`src/rtl/hrange_vec.sv`:
```
// hrange_vec: signed range generator emitting LANES values per beat with a keep mask.
module hrange_vec #(
  parameter int WIDTH = 32,
  parameter int LANES = 4
) (
  input  logic                    _clock,
  input  logic                    _reset,
  input  logic                    _start,
  input  logic [WIDTH-1:0]        lo,
  input  logic [WIDTH-1:0]        hi,
  input  logic [WIDTH-1:0]        step,
  input  logic                    _ready,
  output logic                    _valid,
  output logic                    _done,
  output logic [LANES*WIDTH-1:0]  _out,
  output logic [LANES-1:0]        _keep
);
  localparam int EW = WIDTH + $clog2(LANES) + 1;
  typedef enum logic {DONE, RUN} state_t;
  state_t r_state;
  logic signed [EW-1:0] r_i, r_hi, r_step, w_next;
  logic [LANES*WIDTH-1:0] w_out;
  logic [LANES-1:0] w_keep;
  logic w_pos, w_neg, w_next_ok, w_emit;
  assign w_neg = r_step[EW-1];
  assign w_pos = !r_step[EW-1] && |r_step;
  assign w_next = r_i + EW'(LANES) * r_step;
  assign w_next_ok = w_pos ? (w_next < r_hi) : (w_neg && w_next > r_hi);
  assign w_emit = !_valid || _ready;
  assign _done = (r_state == DONE) && !_valid;
  // Wide arithmetic keeps out-of-WIDTH values comparable, so they always fail against hi.
  always_comb begin
    logic signed [EW-1:0] v;
    v = '0;
    w_keep = '0;
    w_out = '0;
    for (int c = 0; c < LANES; c++) begin
      v = r_i + EW'(c) * r_step;
      w_keep[c] = (w_pos && v < r_hi) || (w_neg && v > r_hi);
      w_out[c*WIDTH +: WIDTH] = w_keep[c] ? v[WIDTH-1:0] : '0;
    end
  end
  always_ff @(posedge _clock) begin
    if (_start) begin
      r_i <= {{(EW-WIDTH){lo[WIDTH-1]}}, lo};
      r_hi <= {{(EW-WIDTH){hi[WIDTH-1]}}, hi};
      r_step <= {{(EW-WIDTH){step[WIDTH-1]}}, step};
      _valid <= 1'b0;
      r_state <= RUN;
    end else if (_reset) begin
      r_state <= DONE;
      _valid <= 1'b0;
      _keep <= '0;
      _out <= '0;
    end else if (r_state == RUN) begin
      if (w_emit && w_keep[0]) begin
        _out <= w_out;
        _keep <= w_keep;
        _valid <= 1'b1;
        r_i <= w_next;
        if (!(&w_keep) || !w_next_ok) r_state <= DONE;
      end else if (w_emit) begin
        _valid <= 1'b0;
        r_state <= DONE;
      end
    end else if (_ready) begin
      _valid <= 1'b0;
    end
  end
endmodule

```
`config.mk`:
```
export PLATFORM = sky130hd
export DESIGN_NAME = hrange_vec
export DESIGN_NICKNAME = d
export VERILOG_FILES = /design/src/rtl/hrange_vec.sv
export SDC_FILE = /design/constraint.sdc
export NUM_CORES = 1
export LEC_CHECK = 0
export CORE_MARGIN = 10
export CORE_UTILIZATION = 53
export DETAILED_ROUTE_END_ITERATION = 12
export GPL_TIMING_DRIVEN = 0
export PLACE_DENSITY = 0.87
export SYNTH_ARGS = -nofsm -noshare
export SYNTH_HDL_FRONTEND = slang
export SYNTH_SLANG_ARGS = --single-unit
export TNS_END_PERCENT = 5
```
`constraint.sdc`:
```
create_clock -name _clock -period 8.84 [get_ports _clock]
set_input_delay 1.768 -clock _clock [delete_from_list [all_inputs] [get_ports _clock]]
set_output_delay 1.768 -clock _clock [all_outputs]
set_load 0.05 [all_outputs]
```
==> flow_metrics.env <==
export IMPL_outcome="complete, no violations"
export IMPL_syn_cell_area_sq_um=20700
export IMPL_cts_sinks=233
export IMPL_synth_mux_area_fraction=0.0148
export IMPL_first_global_vias=17201
export IMPL_synth_edf_count=231
export IMPL_first_pass_iters=5
export IMPL_finalWorstPathRequiredPeriod_ns=8.13
export IMPL_area_growth_pct=19.3
export IMPL_rsz0062_at_grt="false"
export IMPL_buffer_ports_inserted=233
export IMPL_worst_hold_path_num_cells=2
export IMPL_clock_latency_ns=0.56
export IMPL_nNetsFinal=2834
export IMPL_synthSimpleGateAreaFrac=0.143
export IMPL_min_delay_path_class="reg -> reg"
export IMPL_post_route_cells_drive_above_1_share=0.0460
export IMPL_drt_wirelength_per_cell_um=24.2
export IMPL_timing_critical_path_slowest_stage_cell="sky130_fd_sc_hd__nor4_1"
export IMPL_vdd_ir_drop_max_mv=0.223
export IMPL_tot_gr_track_use=0.286
export IMPL_critical_path_top_delay_family="compound AO/OA/AOI/OAI gates"
export IMPL_rr_worst_depth=23
export IMPL_synth_nets=2568
export IMPL_dominant_combinational_cell_family_by_area_after_synthesis="adder cells"
export IMPL_timing_critical_path_to_type="flop"
export IMPL_vias=17704
export IMPL_global_route_wire_length_before_repair_um=104000
export IMPL_initial_utilization=0.536
export IMPL_clk_pin_slew_ns=0.07
export IMPL_critical_path_max_stage_delay_ns=0.87
export IMPL_die_width_um=218
export IMPL_routed_via_density=6.13
export IMPL_boundaryPins=234
export IMPL_cp_num_cells=23
export IMPL_die_area_sq_um=47400
export IMPL_final_hold_worst_slack_ns=0.588
export IMPL_start_kind="flop"
export IMPL_place_detailed_hpwl_um=56600
export IMPL_initial_antenna_violation_count=6
export IMPL_number_of_filler_cells_placed_in_the_layout=3090
export IMPL_crit_chain="inv_1 > ha_1 > inv_1 > fa_1 > inv_1 > ha_1 > a211oi_1 > o21ai_0 > a31oi_1 > nand2_1 > a41oi_1 > xnor2_1 > ha_1 > nand4_1 > nor4_1 > o21ai_0 > nand2_1 > a2111oi_1 > o211a_1 > mux2i_1 > mux2i_2 > clkbuf_1 > and3b_1"
export IMPL_required_ns=9.23
export IMPL_power_density_cell_area_nw_per_um2=339
export IMPL_hold_fix_buffers_at_cts=0
export IMPL_setup_worst_path_class="reg -> reg"
export IMPL_cts_tree="yes"
export IMPL_cts_htree_levels=1
export IMPL_fmaxAchievable_ghz=0.123
export IMPL_synth_seq_cells=233
export IMPL_post_cts_setup_buffer_count=0
export IMPL_grt_ovf=0
export IMPL_cts_inserted_buffers=25
export IMPL_yosys_warnings=0
export IMPL_post_cts_resized=0
export IMPL_xor_xnor_share_of_the_synthesized_area=0.0474
export IMPL_residual_antenna_violating_net_count_after_detailed_routing=0
export IMPL_finalSetupTns_ns=0
export IMPL_post_route_drc_count=0
export IMPL_synth_flop_cell="sky130_fd_sc_hd__edfxtp_1"
export IMPL_syn_avg_cell_area_sq_um=9.93
export IMPL_count_of_final_setup_violators=0
export IMPL_grt_start_max_net_pins=37
export IMPL_crit_arrival_ns=8.52
export IMPL_ys_async_sr_fraction=0
export IMPL_die_height_um=218
export IMPL_core_area_sq_um=38600
export IMPL_worstMarginPinSlew_ns=1.40
export IMPL_drt_first_iter_violations=1517
export IMPL_gp_routability_congestion=1.01
export IMPL_worst_slew_slack_as_a_fraction_of_its_limit=0.0661
export IMPL_wirelength_um=70000
export IMPL_syn_instance_count=2085
export IMPL_cts_root_buffer_cell="sky130_fd_sc_hd__clkbuf_16"
export IMPL_fp_row_count=72
export IMPL_final_hold_viol_count=0
export IMPL_crit_fanout=10
export IMPL_drv_cap=0
export IMPL_ys_seq_area_frac=0.337
export IMPL_period_share=0.920
export IMPL_clock_path_buffers=3
export IMPL_share_of_the_synthesized_area_in_compound_gates_ao_oa_aoi_oai=0.163
export IMPL_yosysUniqueCellTypes=87
export IMPL_synth_adder_area_share=0.244
export IMPL_p_leak_nw=11.1
export IMPL_final_setup_skew_ns=0.0274
export IMPL_timing_critical_path_buf_inv=4
export IMPL_final_max_slew_violation_count=0
==> cell type report <==
cell class / instances / area [sq um] / area share
Antenna cell: 1 / 2.50 / 0.000101
Buffer: 40 / 163 / 0.00659
Clock buffer: 27 / 633 / 0.0256
Clock inverter: 18 / 229 / 0.00927
Inverter: 238 / 893 / 0.0362
Multi-Input combinational cell: 1574 / 12700 / 0.514
Sequential cell: 233 / 6980 / 0.282
Tap cell: 518 / 648 / 0.0262
Timing Repair Buffer: 239 / 2450 / 0.0993
==> power breakdown <==
part	internal [W]	switching (W)	total, W
combinational	0.00208	0.00347	0.00555
sequential	0.00152	0.000182	0.00170
clock	0.000666	0.000455	0.00112
==> placed cells by master (no fill, tap or decap), types with 32 or more instances in the layout <==
cell type,count
sky130_fd_sc_hd__clkdlybuf4s50_1,232
sky130_fd_sc_hd__edfxtp_1,231
sky130_fd_sc_hd__nand4_1,58
sky130_fd_sc_hd__clkbuf_1,35
sky130_fd_sc_hd__ha_1,349
sky130_fd_sc_hd__nor2_1,99
sky130_fd_sc_hd__xor2_1,40
sky130_fd_sc_hd__o21ai_0,73
sky130_fd_sc_hd__nor3_1,34
sky130_fd_sc_hd__nand3_1,32
sky130_fd_sc_hd__a21o_1,107
sky130_fd_sc_hd__nand2_1,104
sky130_fd_sc_hd__fa_1,34
sky130_fd_sc_hd__xnor2_1,72
sky130_fd_sc_hd__and2_1,74
sky130_fd_sc_hd__inv_1,237
sky130_fd_sc_hd__a21oi_1,140
==> cells by family (layout without fill, tap and decap cells) <==
| family | Yosys count | count (layout) |
|---|---|---|
| AOI/OAI and AO/OA | 507 | 507 |
| xor gates and xnor gates | 112 | 112 |
| adders and majority gates | 383 | 383 |
| buffers and inverters | 278 | 562 |
| DFF | 233 | 233 |
| muxes | 27 | 27 |
| other | 0 | 1 |
| and+or+nand+nor | 545 | 545 |
==> metrics by stage <==
stage                     area (sq um)  worst slack, ns  utilization  cells  power [W]
after floorplan                  20700            0.350            -   2085    0.00541
after global placement           23700            -5.47        0.613   2836    0.00693
after detailed placement         23800             1.22        0.617   2842    0.00708
after CTS                        24700             1.09        0.639   2887    0.00825
after global routing             24700            0.661        0.639   2887    0.00890
final                            24700            0.706        0.639   2888    0.00837
==> flip-flops by register name, summed over array words and instances (netlist names) <==
name	cells
_keep	4
r_hi	32
r_i	35
_valid	1
_out	128
r_state	1
r_step	32
==> worst paths after layout <==
path	startpoint	end	slack (ns)
max	r_step[9]	_out[112]	0.71
max reg2reg	r_step[9]	_out[112]	0.71
min reg2reg	_valid	_valid	0.59
min	_valid	_valid	0.59
==> per-layer routing <==
layer | part of all wire | vias to the layer above | wire length (um) | track usage
met1 | 0.43 | 8571 | 29800 | 0.390
met3 | 0.098 | 148 | 6860 | 0.0596
li1 | - | 8154 | - | -
met2 | 0.44 | 829 | 30700 | 0.438
met4 | 0.039 | 2 | 2720 | 0.110
met5 | 0.00020 | - | 14 | 0
==> Yosys cell counts, drive strengths merged (9+ instances only) <==
library cell	number	area, sq um
nor3b	27	203
inv	237	890
a31oi	21	138
a21oi	144	743
edfxtp	231	6940
nand4	58	363
o21bai	18	139
ha	349	4370
nand2	104	390
a21o	107	803
nand2b	12	75.1
and2	74	463
xor2	40	350
nor2	100	375
o21ai	88	452
nor3	35	180
fa	34	681
and3b	25	219
and3	14	88.8
a21boi	9	71.3
nor2b	27	169
clkbuf	33	124
a211oi	22	185
xnor2	72	631
o21a	23	173
nand3	32	160
mux2	20	233
nor4	10	75.1
o211ai	13	97.6
==> worst register-to-register path: cells and delay by family (launching register included) <==
kind | cells | cell delay [ns]
DFF | 1 | 0.56
adders and majority gates | 4 | 1.55
muxes | 2 | 0.85
AOI/OAI and AO/OA | 7 | 2.21
buffers and inverters | 4 | 0.73
and+or+nand+nor | 5 | 1.83
xor gates and xnor gates | 1 | 0.26
Power figures use the tool's default switching activity.
